$ cat src/rtl/d_reg_universal_if.sv
// Handshake-free control/data bundle for the universal register.
// The master drives controls and data; the slave returns registered state.
interface d_reg_universal_if #(
  parameter int WIDTH = 8
);
  logic             en;
  logic [2:0]       mode;
  logic [WIDTH-1:0] d;
  logic             sin_l;
  logic             sin_r;
  logic [WIDTH-1:0] q;
  logic [WIDTH-1:0] qbar;
  logic             carry;
  logic             zero;

  modport master (
    output en, mode, d, sin_l, sin_r,
    input  q, qbar, carry, zero
  );

  modport slave (
    input  en, mode, d, sin_l, sin_r,
    output q, qbar, carry, zero
  );
endinterface

$ cat src/rtl/d_reg_universal.sv
// WIDTH-bit register with load, shift, rotate and count modes.
// All outputs, including qbar and zero, come straight from flops.
module d_reg_universal #(
  parameter int               WIDTH     = 8,
  parameter logic [WIDTH-1:0] RESET_VAL = '0
) (
  input logic              clk,
  input logic              rst,
  d_reg_universal_if.slave bus
);
  localparam logic [2:0] M_HOLD = 3'b000;
  localparam logic [2:0] M_LOAD = 3'b001;
  localparam logic [2:0] M_SHL  = 3'b010;
  localparam logic [2:0] M_SHR  = 3'b011;
  localparam logic [2:0] M_ROL  = 3'b100;
  localparam logic [2:0] M_ROR  = 3'b101;
  localparam logic [2:0] M_INC  = 3'b110;
  localparam logic [2:0] M_DEC  = 3'b111;

  logic [WIDTH-1:0] r_q;
  logic [WIDTH-1:0] r_qbar;
  logic             r_carry;
  logic             r_zero;

  logic [WIDTH-1:0] w_q_nxt;
  logic             w_c_nxt;

  always_comb begin
    w_q_nxt = r_q;
    w_c_nxt = r_carry;
    unique case (bus.mode)
      M_HOLD: begin
        w_q_nxt = r_q;
        w_c_nxt = r_carry;
      end
      M_LOAD: begin
        w_q_nxt = bus.d;
        w_c_nxt = 1'b0;
      end
      M_SHL: begin
        w_q_nxt = {r_q[WIDTH-2:0], bus.sin_l};
        w_c_nxt = r_q[WIDTH-1];
      end
      M_SHR: begin
        w_q_nxt = {bus.sin_r, r_q[WIDTH-1:1]};
        w_c_nxt = r_q[0];
      end
      M_ROL: begin
        w_q_nxt = {r_q[WIDTH-2:0], r_q[WIDTH-1]};
        w_c_nxt = r_q[WIDTH-1];
      end
      M_ROR: begin
        w_q_nxt = {r_q[0], r_q[WIDTH-1:1]};
        w_c_nxt = r_q[0];
      end
      M_INC: begin
        w_q_nxt = r_q + WIDTH'(1);
        w_c_nxt = &r_q;
      end
      M_DEC: begin
        w_q_nxt = r_q - WIDTH'(1);
        w_c_nxt = ~|r_q;
      end
      default: begin
        w_q_nxt = r_q;
        w_c_nxt = r_carry;
      end
    endcase
  end

  // qbar and zero are derived from the next value so they stay flop outputs
  always_ff @(posedge clk) begin
    if (rst) begin
      r_q     <= RESET_VAL;
      r_qbar  <= ~RESET_VAL;
      r_carry <= 1'b0;
      r_zero  <= (RESET_VAL == '0);
    end else if (bus.en) begin
      r_q     <= w_q_nxt;
      r_qbar  <= ~w_q_nxt;
      r_carry <= w_c_nxt;
      r_zero  <= (w_q_nxt == '0);
    end
  end

  assign bus.q     = r_q;
  assign bus.qbar  = r_qbar;
  assign bus.carry = r_carry;
  assign bus.zero  = r_zero;
endmodule

$ cat src/flat_wrapper.sv
// flat-port wrapper written by rule: the top's interface ports become plain ports
module d_reg_universal_flat 
#(
  parameter int               WIDTH     = 8,
  parameter logic [WIDTH-1:0] RESET_VAL = '0
)
  (clk, rst, bus_en, bus_mode, bus_d, bus_sin_l, bus_sin_r, bus_q, bus_qbar, bus_carry, bus_zero);
  d_reg_universal_if #(.WIDTH(WIDTH)) bus_i ();
  input logic clk;
  input logic rst;
  input wire logic [$bits(bus_i.en)-1:0] bus_en;
  input wire logic [$bits(bus_i.mode)-1:0] bus_mode;
  input wire logic [$bits(bus_i.d)-1:0] bus_d;
  input wire logic [$bits(bus_i.sin_l)-1:0] bus_sin_l;
  input wire logic [$bits(bus_i.sin_r)-1:0] bus_sin_r;
  output wire logic [$bits(bus_i.q)-1:0] bus_q;
  output wire logic [$bits(bus_i.qbar)-1:0] bus_qbar;
  output wire logic [$bits(bus_i.carry)-1:0] bus_carry;
  output wire logic [$bits(bus_i.zero)-1:0] bus_zero;
  assign bus_i.en = bus_en;
  assign bus_i.mode = bus_mode;
  assign bus_i.d = bus_d;
  assign bus_i.sin_l = bus_sin_l;
  assign bus_i.sin_r = bus_sin_r;
  assign bus_q = bus_i.q;
  assign bus_qbar = bus_i.qbar;
  assign bus_carry = bus_i.carry;
  assign bus_zero = bus_i.zero;
  d_reg_universal #(.WIDTH(WIDTH), .RESET_VAL(RESET_VAL)) u_core (.clk(clk), .rst(rst), .bus(bus_i));
endmodule
$ cat config.mk
export PLATFORM = sky130hd
export DESIGN_NAME = d_reg_universal_flat
export DESIGN_NICKNAME = d
export VERILOG_FILES = /design/src/rtl/d_reg_universal_if.sv /design/src/rtl/d_reg_universal.sv /design/src/flat_wrapper.sv
export SDC_FILE = /design/constraint.sdc
export NUM_CORES = 1
export LEC_CHECK = 0
export ABC_CLOCK_PERIOD_IN_PS = 3780
export CORE_MARGIN = 2
export CORE_UTILIZATION = 40
export DETAILED_ROUTE_END_ITERATION = 8
export PLACE_DENSITY = 0.65
export SLEW_MARGIN = 40
export SYNTH_ARGS = -nofsm -noshare
export SYNTH_HDL_FRONTEND = slang
export SYNTH_SLANG_ARGS = --single-unit
$ cat constraint.sdc
create_clock -name clk -period 3.78 [get_ports clk]
set_clock_uncertainty 0.1 [all_clocks]
set_input_delay 0.378 -clock clk [delete_from_list [all_inputs] [get_ports clk]]
set_output_delay 0.378 -clock clk [all_outputs]
set_load 0.01 [all_outputs]
* Word level (Yosys, flattened, before mapping)
Index checks and enable logic that the tools add are counted.
** Storage, ports and cells
- Flip-flop bits (word level) :: 18
- Input port bits :: 16
- Logic and storage cells :: 25
** Cells by class
- Add/subtract/negate cells :: 2
- Eq/ne operators :: 7
- Muxes and demuxes :: 2
- Bitwise gates (word level) :: 2
- Reductions and logical operators :: 8
** Operators with widths (number)
- one-hot mux 8 bit (8 select lines) :: 1
- == test 3 bit (second input constant) :: 4
- adder 8 x 1 -> 8 bit (second input constant) :: 1
- logical NOT 8 bit :: 1
- NOT 8 bit :: 1
- AND reduction 8 bit :: 1
- OR reduction 8 bit :: 1
- subtractor 8 x 1 -> 8 bit (second input constant) :: 1
- == test 3 x 2 -> 1 bit (second input constant) :: 2
- one-hot mux 1 bit (5 select lines) :: 1
- OR reduction 2 bit :: 2
- == test 3 x 1 -> 1 bit (second input constant) :: 1
- logical NOT 3 bit :: 1
- AND reduction 2 bit :: 1
- logical NOT 1 bit :: 1
- NOT 1 bit :: 1

* Depth between registers and ports, before layout
Gate-level depths: netlist of the first run.
- Depth in word-level cells :: 3
- Depth in mapped cells :: 12

* Least setup slack after synthesis of the first run
No wires, ideal clock.
- Kind :: register -> register
- Start :: register u_core.r_q[1], in the netlist u_core.bus.q[1]
- End :: register u_core.r_zero, in the netlist u_core.bus.zero
- Data arrival time :: 2631 ps
- Data required time :: 3596 ps
- Path slack :: 964 ps
- Cell stages (with the launch flop) :: 12
- Path buffers :: 2
- Period minus slack after synthesis :: 2816 ps
- Cells stage by stage :: dfxtp_1 -> clkbuf_1 -> xnor2_1 -> ha_1 -> clkbuf_1 -> o2111ai_1 -> a211oi_1 -> mux2_2 -> a311oi_2 -> and3_1 -> nand4_1 -> o31ai_2
** On the way
- Longest elaborated chain between the ends :: 3
- Elaborated cells between the ends (all ways) :: 4
** Ends and longest elaborated chain
- from (decl) :: RTL line d_reg_universal.sv:20 : logic [WIDTH-1:0] r_q;
- from (signal assigned) :: RTL line d_reg_universal.sv:79 : r_q <= w_q_nxt;
- subtractor 8 x 1 -> 8 bit / adder 8 x 1 -> 8 bit (equally long branches) :: RTL line d_reg_universal.sv:61, d_reg_universal.sv:57
- one-hot mux 8 bit (8 select lines) (*) :: RTL line d_reg_universal.sv:31 : unique case (bus.mode)
- logical NOT 8 bit (*) :: RTL line d_reg_universal.sv:82 : r_zero <= (w_q_nxt == '0);
- to (signal assigned) :: RTL line d_reg_universal.sv:77 : r_zero <= (RESET_VAL == '0);
- to (signal assigned) :: RTL line d_reg_universal.sv:82
- to (decl) :: RTL line d_reg_universal.sv:23 : logic r_zero;
Every way passes the cells marked *; elsewhere a longest branch is shown, timed or not.
A chain may end at the register's enable or synchronous reset.

* Final worst setup path of the first run
- Start :: input port bus_mode[1]
- End :: register u_core.r_zero, in the netlist u_core.bus.zero
** On the way
- Longest elaborated chain between the ends :: 3
- Elaborated cells between the ends (all ways) :: 10
** Ends and longest elaborated chain
- from (decl) :: RTL line flat_wrapper.sv:12 : input wire logic [$bits(bus_i.mode)-1:0] bus_mode;
- == test 3 bit (tied with other cells) :: RTL line d_reg_universal.sv:31
- one-hot mux 8 bit (8 select lines) (*) :: RTL line d_reg_universal.sv:31
- logical NOT 8 bit (*) :: RTL line d_reg_universal.sv:82
Marks and branches as above.

==> results of run 1 <==
sequential cells by signal, indices dropped and copies added (netlist names):
name and cells:
u_core.bus.carry 1, u_core.bus.q 8, u_core.bus.qbar 8, u_core.bus.zero 1
area by class of cell:
cell class	instances	area [sq um]	share of cell area, %
Clock buffer	4	55.05	2.821
Sequential cell	18	360.3	18.46
Tap cell	48	60.06	3.077
Multi-Input combinational cell	164	1075	55.06
Inverter	9	33.78	1.731
Timing Repair Buffer	38	367.9	18.85
routing by layer:
metal,part of all wire [%],up-vias,global-route usage [%]
li1,-,824,-
met1,49,764,29.74
met2,44,40,32.63
met3,4.6,9,1.520
met4,1.8,0,6.888
met5,0,-,0
final timing paths:
| check | startpoint | to | slack, ns | depth (start not counted) |
|---|---|---|---|---|
| worst max-delay path | bus_mode[1] | u_core.bus.zero | 0.77 | 11 |
| worst min-delay path | u_core.bus.carry | u_core.bus.carry | 0.36 | 2 |
| worst max register to register | u_core.bus.q[0] | u_core.bus.zero | 1.09 | 8 |
| worst min register to register | u_core.bus.carry | u_core.bus.carry | 0.36 | 2 |
cells in the mapped netlist, types with 4 or more instances:
library cell	n	share of area, %
nor2_1	24	5.8
dfxtp_1	18	23
o21ai_0	18	5.8
a21oi_1	16	5.1
nand2_1	13	3.1
clkbuf_1	10	2.4
a211oi_1	9	4.3
inv_1	9	2.2
a21o_1	4	1.9
nor2b_1	4	1.6
xor2_1	4	2.2
worst register-to-register path, cell delays in order, from the launching register on:
cell and delay [ns]:
dfxtp_1 0.56, ha_1 0.39, o2111ai_1 0.14, a211oi_1 0.29, mux2_2 0.37, a311oi_2 0.23, and3_1 0.19, nand4_1 0.11
o31ai_2 0.23
power by group:
part / leakage (nW) / switching [W] / total (W) / internal, W
Clock: 0.0288 / 0.0000639 / 0.000156 / 0.0000926
Sequential: 0.149 / 0.0000253 / 0.000230 / 0.000205
Combinational: 0.556 / 0.000101 / 0.000200 / 0.0000990
through the flow:
step	total power [W]	hold slack (ns)	instance area, sq um	setup WS (ns)	utilization, %
2_1_floorplan	0.0003548	0.3740	1567	0.9644	-
3_3_place_gp	0.0004323	0.3452	1897	0.6505	51.04
3_5_place_dp	0.0004311	0.3456	1897	0.5408	51.04
4_1_cts	0.0005889	0.3588	1952	0.8037	52.53
5_1_grt	0.0006178	0.3795	1952	0.5699	52.53
6_report	0.0005861	0.3580	1952	0.7708	52.53
kinds of logic after synthesis:
family	share of synthesized area, %
compound gates	35.14
simple gates	21.49
buf+inv	8.386
flops	23.00
mux	6.230
xor+xnor	3.355
fa+ha+maj	2.396
==> results.cfg, run 1 <==
[worst_setup_path]
crit_path_max_fanout = 8
cp_top_family = compound AO/OA/AOI/OAI gates
worst-setup-path-type = in2reg
crit_path_end_kind = flop
crit_chain = clkdlybuf4s50_1 -> nand3_2 -> xnor2_1 -> ha_1 -> o2111ai_1 -> a211oi_1 -> mux2_2 -> a311oi_2 -> and3_1 -> nand4_1 -> o31ai_2
worstSetupStartpointType = primary input
required_ns = 3.86
critPathBufInv = 1
cp_slowest_cell = clkdlybuf4s50_1
worst_ep_arrival_time_ns = 3.08
worst_path_largest_cell_delay_ns = 0.50

[die]
io_pins = 34
start_util_pct = 42.15
core-area_sq_um = 3716
die_x_um = 66.58
std_cell_rows = 22
die_y_um = 66.58
die-area_sq_um = 4433

[final_layout]
layout_commonest_cell = clkdlybuf4s50_1
area.growth.synth_to_final_pct = 24.60
drive_gt1_share_pct = 9.013
num-fill-cells = 368
stdcell_count = 281
diodes = 0
finalNetCount = 253
layout_common_cells = clkdlybuf4s50_1 (33), nor2_1 (24), o21ai_0 (18), dfxtp_1 (18), a21oi_1 (16)

[cts]
cts_setup_buffers = 0
path_clk_slew_ns = 0.07
clk_latency_ns = 0.25
cts_tree = yes
cts_max_level = 1
cts_buffers = 3
clock-sinks = 18
ctsResizeCount = 0
cts_root_buf = clkbuf_8
hold_buffers = 0
cts.path.max_buffers = 2

[routing]
vias = 1637
firstDrtPassIters = 4
wl_um = 4457
viasPerCell = 5.826
drt_iter0_drc = 117
drc = 0
postRouteAntennaNets = 0
wl_per_cell_um = 15.86

[pwr]
ir_drop_mv = 0.2272
power.leakage_nw = 0.7342
powerDensity_nw_per_um2 = 300.3

[placement]
dp.cells = 277
gp_congestion = 0.9080
buffer_ports.inserted = 33
dp_hpwl_um = 3101

[outcome]
outcome = completed

[synth]
syn-cell-area_sq_um = 1567
ys_async_sr_fraction_pct = 0
synth-seq-cells = 18
yosysWarnings = 0
syn_avg_cell_area_sq_um = 7.495
syn_nets = 228
yosysSeqAreaShare_pct = 23.00
netlist_instances = 209
synth_cell_types = 57
synth_flop_cell = dfxtp_1
synth_edf_count = 0

[global_routing]
first_global_vias = 1527
grt_use_total_pct = 20.73
grt_start_max_net_pins = 41
grt_pass1_wl_um = 7203
grt.overflow.total = 0
antenna_found_initial = 0

[sta]
max_freq_ghz = 0.3323
rsz0062_at_grt = false
timing_worst_slew_pin_value_ns = 0.6522
setup_viol = 0
tns_ns = 0
fin_crit_ns = 3.009
drv_slew = 0
period_share_pct = 79.61
hold_viol = 0
slew_headroom_pct = 56.46

[min_path]
hold_path.class = reg2reg

[flow_run]
maxCapViolations = 0
Note: power is estimated with default switching activity, not from simulation.
==> run 2, diff against run 1 <==
ABC_CLOCK_PERIOD_IN_PS = 2800   (was 3780)
clock period = 2.8 ns   (was 3.78 ns; I/O delays follow)
==> results.cfg, run 2 (synthesized netlist as in run 1, its figures left out) <==
[worst_setup_path]
required_ns = 2.87
worst_path_largest_cell_delay_ns = 0.49
crit_path_max_fanout = 3
crit_path_end_kind = flop
reg2reg_depth = 9
cp_top_family = compound AO/OA/AOI/OAI gates
crit_chain = clkdlybuf4s50_1 -> nand3_2 -> xnor2_2 -> ha_2 -> o2111ai_2 -> a211oi_2 -> mux2_2 -> a311oi_2 -> and3_1 -> nand4_1 -> o31ai_2
timing.rr.end = u_core.bus.zero
ff2ff_setup_slack_ns = 0.45
worst_ep_arrival_time_ns = 2.75
path_depth = 11
worstSetupStartpointType = primary input
cp_slowest_cell = clkdlybuf4s50_1
critPathBufInv = 1
r2r_start = u_core.bus.q[1]
worst-setup-path-type = in2reg

[routing]
wl_um = 4741
firstDrtPassIters = 6
drc = 0
viasPerCell = 5.839
wl_per_cell_um = 15.91
vias = 1740
drt_iter0_drc = 160
postRouteAntennaNets = 0

[sta]
timing_worst_slew_pin_value_ns = 0.5699
setup_viol = 0
holdWs_ns = 0.3603
rsz0062_at_grt = false
drv_slew = 0
max_freq_ghz = 0.3735
hold_viol = 0
fin_crit_ns = 2.677
worst_slack_ns = 0.1227
period_share_pct = 95.62
slew_headroom_pct = 61.95

[cts]
clk_latency_ns = 0.25
hold_buffers = 0
cts_buffers = 3
clock-sinks = 18
cts_tree = yes
cts_max_level = 1
cts.path.max_buffers = 2
path_clk_slew_ns = 0.06
cts_root_buf = clkbuf_8

[final_layout]
layout_commonest_cell = clkdlybuf4s50_1
drive_gt1_share_pct = 19.20
final_area_sq_um = 2127
finalNetCount = 271
stdcell_count = 298
diodes = 0
layout_common_cells = clkdlybuf4s50_1 (33), nor2_1 (24), buf_4 (23), o21ai_0 (18), dfxtp_1 (18)
area.growth.synth_to_final_pct = 35.78
num-fill-cells = 365

[global_routing]
grt_use_total_pct = 22.23
first_global_vias = 1552
antenna_found_initial = 0
grt_pass1_wl_um = 7548
grt_start_max_net_pins = 24
grt.overflow.total = 0

[die]
start_util_pct = 42.15
die_y_um = 66.58
std_cell_rows = 22
io_pins = 34
die-area_sq_um = 4433
core-area_sq_um = 3716
die_x_um = 66.58

[placement]
buffer_ports.inserted = 33
gp_congestion = 0.9428
dp.cells = 294
dpl_worst_slack_ns = -0.1507
dp_hpwl_um = 3396
place_area_sq_um = 2024

[outcome]
outcome = completed

[pwr]
ir_drop_mv = 0.3072
p_total_w = 0.0007967
p_int_w = 0.0005346
p_sw_w = 0.0002621
combPwrFrac_pct = 40.4
power.leakage_nw = 0.8214
swShare_pct = 32.90
seqPwrFrac_pct = 37.6
p_clk_share_pct = 21.9
powerDensity_nw_per_um2 = 374.5

[min_path]
hold_path_end = u_core.bus.qbar[1]
hp-start = u_core.bus.qbar[1]
hold_path.class = reg2reg
min_path_cells = 2

[flow_run]
maxCapViolations = 0
[run 2: power by group through the flow]
stage	Combinational (W)	Clock [W]	Sequential, W
floorplan	0.000171	0	0.000308
global placement	0.000305	0	0.000304
detailed placement	0.000305	0	0.000304
CTS	0.000307	0.000181	0.000298
global route	0.000354	0.000192	0.000302
finish	0.000322	0.000175	0.000300
[run 2: stage by stage]
step	setup TNS, ns	util (%)
final	0	57.24
after global routing	0	57.24
after CTS	0	55.59
after detailed placement	-0.4058	54.48
after global placement	-0.1505	54.48
after floorplan	0	-
[run 2: worst max-delay path by stage]
stage	endpoint	slack [ns]	start
after floorplan	u_core.bus.zero	0.07	u_core.bus.q[1]
after CTS	u_core.bus.qbar[2]	0.1	bus_mode[0]
after detailed placement	u_core.bus.qbar[2]	-0.15	bus_mode[1]
after global routing	u_core.bus.zero	0.001	bus_mode[1]
after global placement	u_core.bus.zero	-0.08	bus_mode[0]
final	u_core.bus.zero	0.12	bus_mode[1]
[run 2: cell type report]
type	instances	area [sq um]	share of cell area, %
timing repair buffer	56	503.0	23.65
inverter	9	33.78	1.588
sequential	18	360.3	16.94
tap	48	60.06	2.824
multi-input combinational	164	1129	53.06
clock buffer	3	41.29	1.941
[run 2: worst min-delay path, delay by kind of cell (launching register included)]
kind | cells | cell delay [ns]
flops | 1 | 0.31
buf+inv | 1 | 0.04
compound gates | 1 | 0.06
[run 2: timing repair]
action	4_1_cts	5_1_grt
gates resized for setup	0	11
setup endpoints to repair	0	3
buffers inserted	0	1
[run 2: routing by layer]
layer  vias to the layer above  wire, um  global-route usage (%)
met3                         6       290                   2.196
met4                         0        63                   7.908
met2                        72      2146                   34.13
met5                         -         0                       0
met1                       807      2241                   32.09
li1                        855         -                       -
==> run 3, diff against run 2 <==
--- a/constraint.sdc
+++ b/constraint.sdc
@@ -4,2 +4,2 @@
 set_output_delay 0.28 -clock clk [all_outputs]
-set_load 0.01 [all_outputs]
+set_load 0.1 [all_outputs]
==> results.cfg, run 3 (synthesized netlist as in run 1, its figures left out) <==
[routing]
wl_um = 4705
wl_per_cell_um = 15.74
postRouteAntennaNets = 0
vias = 1730
drt_iter0_drc = 217
drc = 0
viasPerCell = 5.786
firstDrtPassIters = 5

[placement]
dp_hpwl_um = 3429
dp.cells = 294
gp_congestion = 0.8702
buffer_ports.inserted = 33

[die]
die_x_um = 66.58
start_util_pct = 42.15
io_pins = 34
std_cell_rows = 22
core-area_sq_um = 3716
die_y_um = 66.58
die-area_sq_um = 4433

[sta]
hold_viol = 0
max_freq_ghz = 0.3691
fin_crit_ns = 2.709
drv_slew = 0
setup_viol = 0
timing_worst_slew_pin_value_ns = 0.5737
slew_headroom_pct = 61.70
tns_ns = 0
period_share_pct = 96.76

[final_layout]
drive_gt1_share_pct = 27.09
stdcell_count = 299
layout_common_cells = buf_4 (41), nor2_1 (24), o21ai_0 (18)
diodes = 0
layout_commonest_cell = buf_4
num-fill-cells = 367
area.growth.synth_to_final_pct = 33.47
finalNetCount = 271

[pwr]
power.leakage_nw = 0.8444
p_int_w = 0.0005570
p_total_w = 0.0009604
p_clk_share_pct = 21.9
swShare_pct = 42.01
seqPwrFrac_pct = 31.4
powerDensity_nw_per_um2 = 459.4
p_sw_w = 0.0004034
ir_drop_mv = 0.3683
combPwrFrac_pct = 46.7

[global_routing]
grt.overflow.total = 0
first_global_vias = 1585
grt_start_max_net_pins = 24
antenna_found_initial = 0
grt_pass1_wl_um = 7700
grt_use_total_pct = 22.71

[cts]
path_clk_slew_ns = 0.07
cts_root_buf = clkbuf_8
cts_buffers = 3
clk_latency_ns = 0.25
clock-sinks = 18
cts.path.max_buffers = 2
hold_buffers = 0
cts_max_level = 1
cts_tree = yes

[min_path]
hold_path.class = reg2reg

[worst_setup_path]
crit_path_max_fanout = 5
worst_ep_arrival_time_ns = 2.78
crit_path_end_kind = flop
worst-setup-path-type = in2reg
required_ns = 2.88
worstSetupStartpointType = primary input

[outcome]
outcome = completed

[flow_run]
maxCapViolations = 0
## run 3: cell types whose count changed in the layout (fill, tap and decap cells not counted)
cell / previous run / this run
nor4b_2: 1 / 0
a211oi_1: 7 / 8
dfxtp_4: 0 / 1
dfxtp_2: 0 / 2
a211oi_2: 2 / 1
clkbuf_8: 3 / 4
dfxtp_1: 18 / 15
nor4b_1: 0 / 1
buf_4: 23 / 41
clkdlybuf4s50_1: 33 / 15
## run 3: layout make-up
type                       instances  area (sq um)  area share, %
sequential                        18         366.6          17.53
tap                               48         60.06          2.873
inverter                           9         33.78          1.616
timing repair buffer              56         457.9          21.90
clock buffer                       4         55.05          2.633
multi-input combinational        164          1117          53.44
## run 3: worst max-delay path: stages
cell and delay (ns):
clkdlybuf4s50_1 0.50, nand3_2 0.12, buf_4 0.17, inv_2 0.08
ha_1 0.26, buf_4 0.16, and3_1 0.15, mux2_2 0.26
a311oi_2 0.29, and3_1 0.20, nand4_1 0.11, o31ai_2 0.21
## run 3: layer usage
metal / global-route usage [%] / part of all wire (%) / up-vias
li1: - / - / 859
met1: 33.09 / 49 / 798
met2: 35.63 / 45 / 67
met3: 2.027 / 5.1 / 6
met4: 6.122 / 1.3 / 0
met5: 0 / 0 / -
## run 3: worst paths after layout
path / start / endpoint / slack, ns / depth (start not counted)
hold / removal: u_core.bus.qbar[2] / u_core.bus.qbar[2] / 0.36 / 2
setup / recovery: bus_mode[2] / u_core.bus.zero / 0.09 / 12
hold reg to reg: u_core.bus.qbar[2] / u_core.bus.qbar[2] / 0.36 / 2
setup reg to reg: u_core.bus.q[1] / u_core.bus.zero / 0.40 / 9
## run 3: timing repair
| item | in CTS | in global routing |
|---|---|---|
| hold endpoints to repair | 0 | 0 |
| setup endpoints to repair | 0 | 5 |
| setup buffers | 0 | 1 |
| gates resized for setup | 0 | 9 |
## run 3: power by group through the flow
stage | Clock, W | Sequential (W) | Combinational, W
2_1_floorplan | 0 | 0.000443 | 0.000174
3_3_place_gp | 0 | 0.000306 | 0.000433
3_5_place_dp | 0 | 0.000306 | 0.000433
4_1_cts | 0.000214 | 0.000300 | 0.000435
5_1_grt | 0.000227 | 0.000304 | 0.000477
6_report | 0.000210 | 0.000301 | 0.000449
## run 3: per-stage QoR
| stage | cell area (sq um) | utilization, % | worst slack, ns | hold slack (ns) |
|---|---|---|---|---|
| finish | 2091 | 56.26 | 0.09081 | 0.3580 |
| global route | 2091 | 56.26 | -0.006585 | 0.3861 |
| CTS | 2041 | 54.92 | 0.1035 | 0.3650 |
| detailed placement | 1986 | 53.43 | -0.1598 | 0.3496 |
| global placement | 1986 | 53.43 | -0.1015 | 0.3486 |
| floorplan | 1584 | - | 0.04910 | 0.2880 |
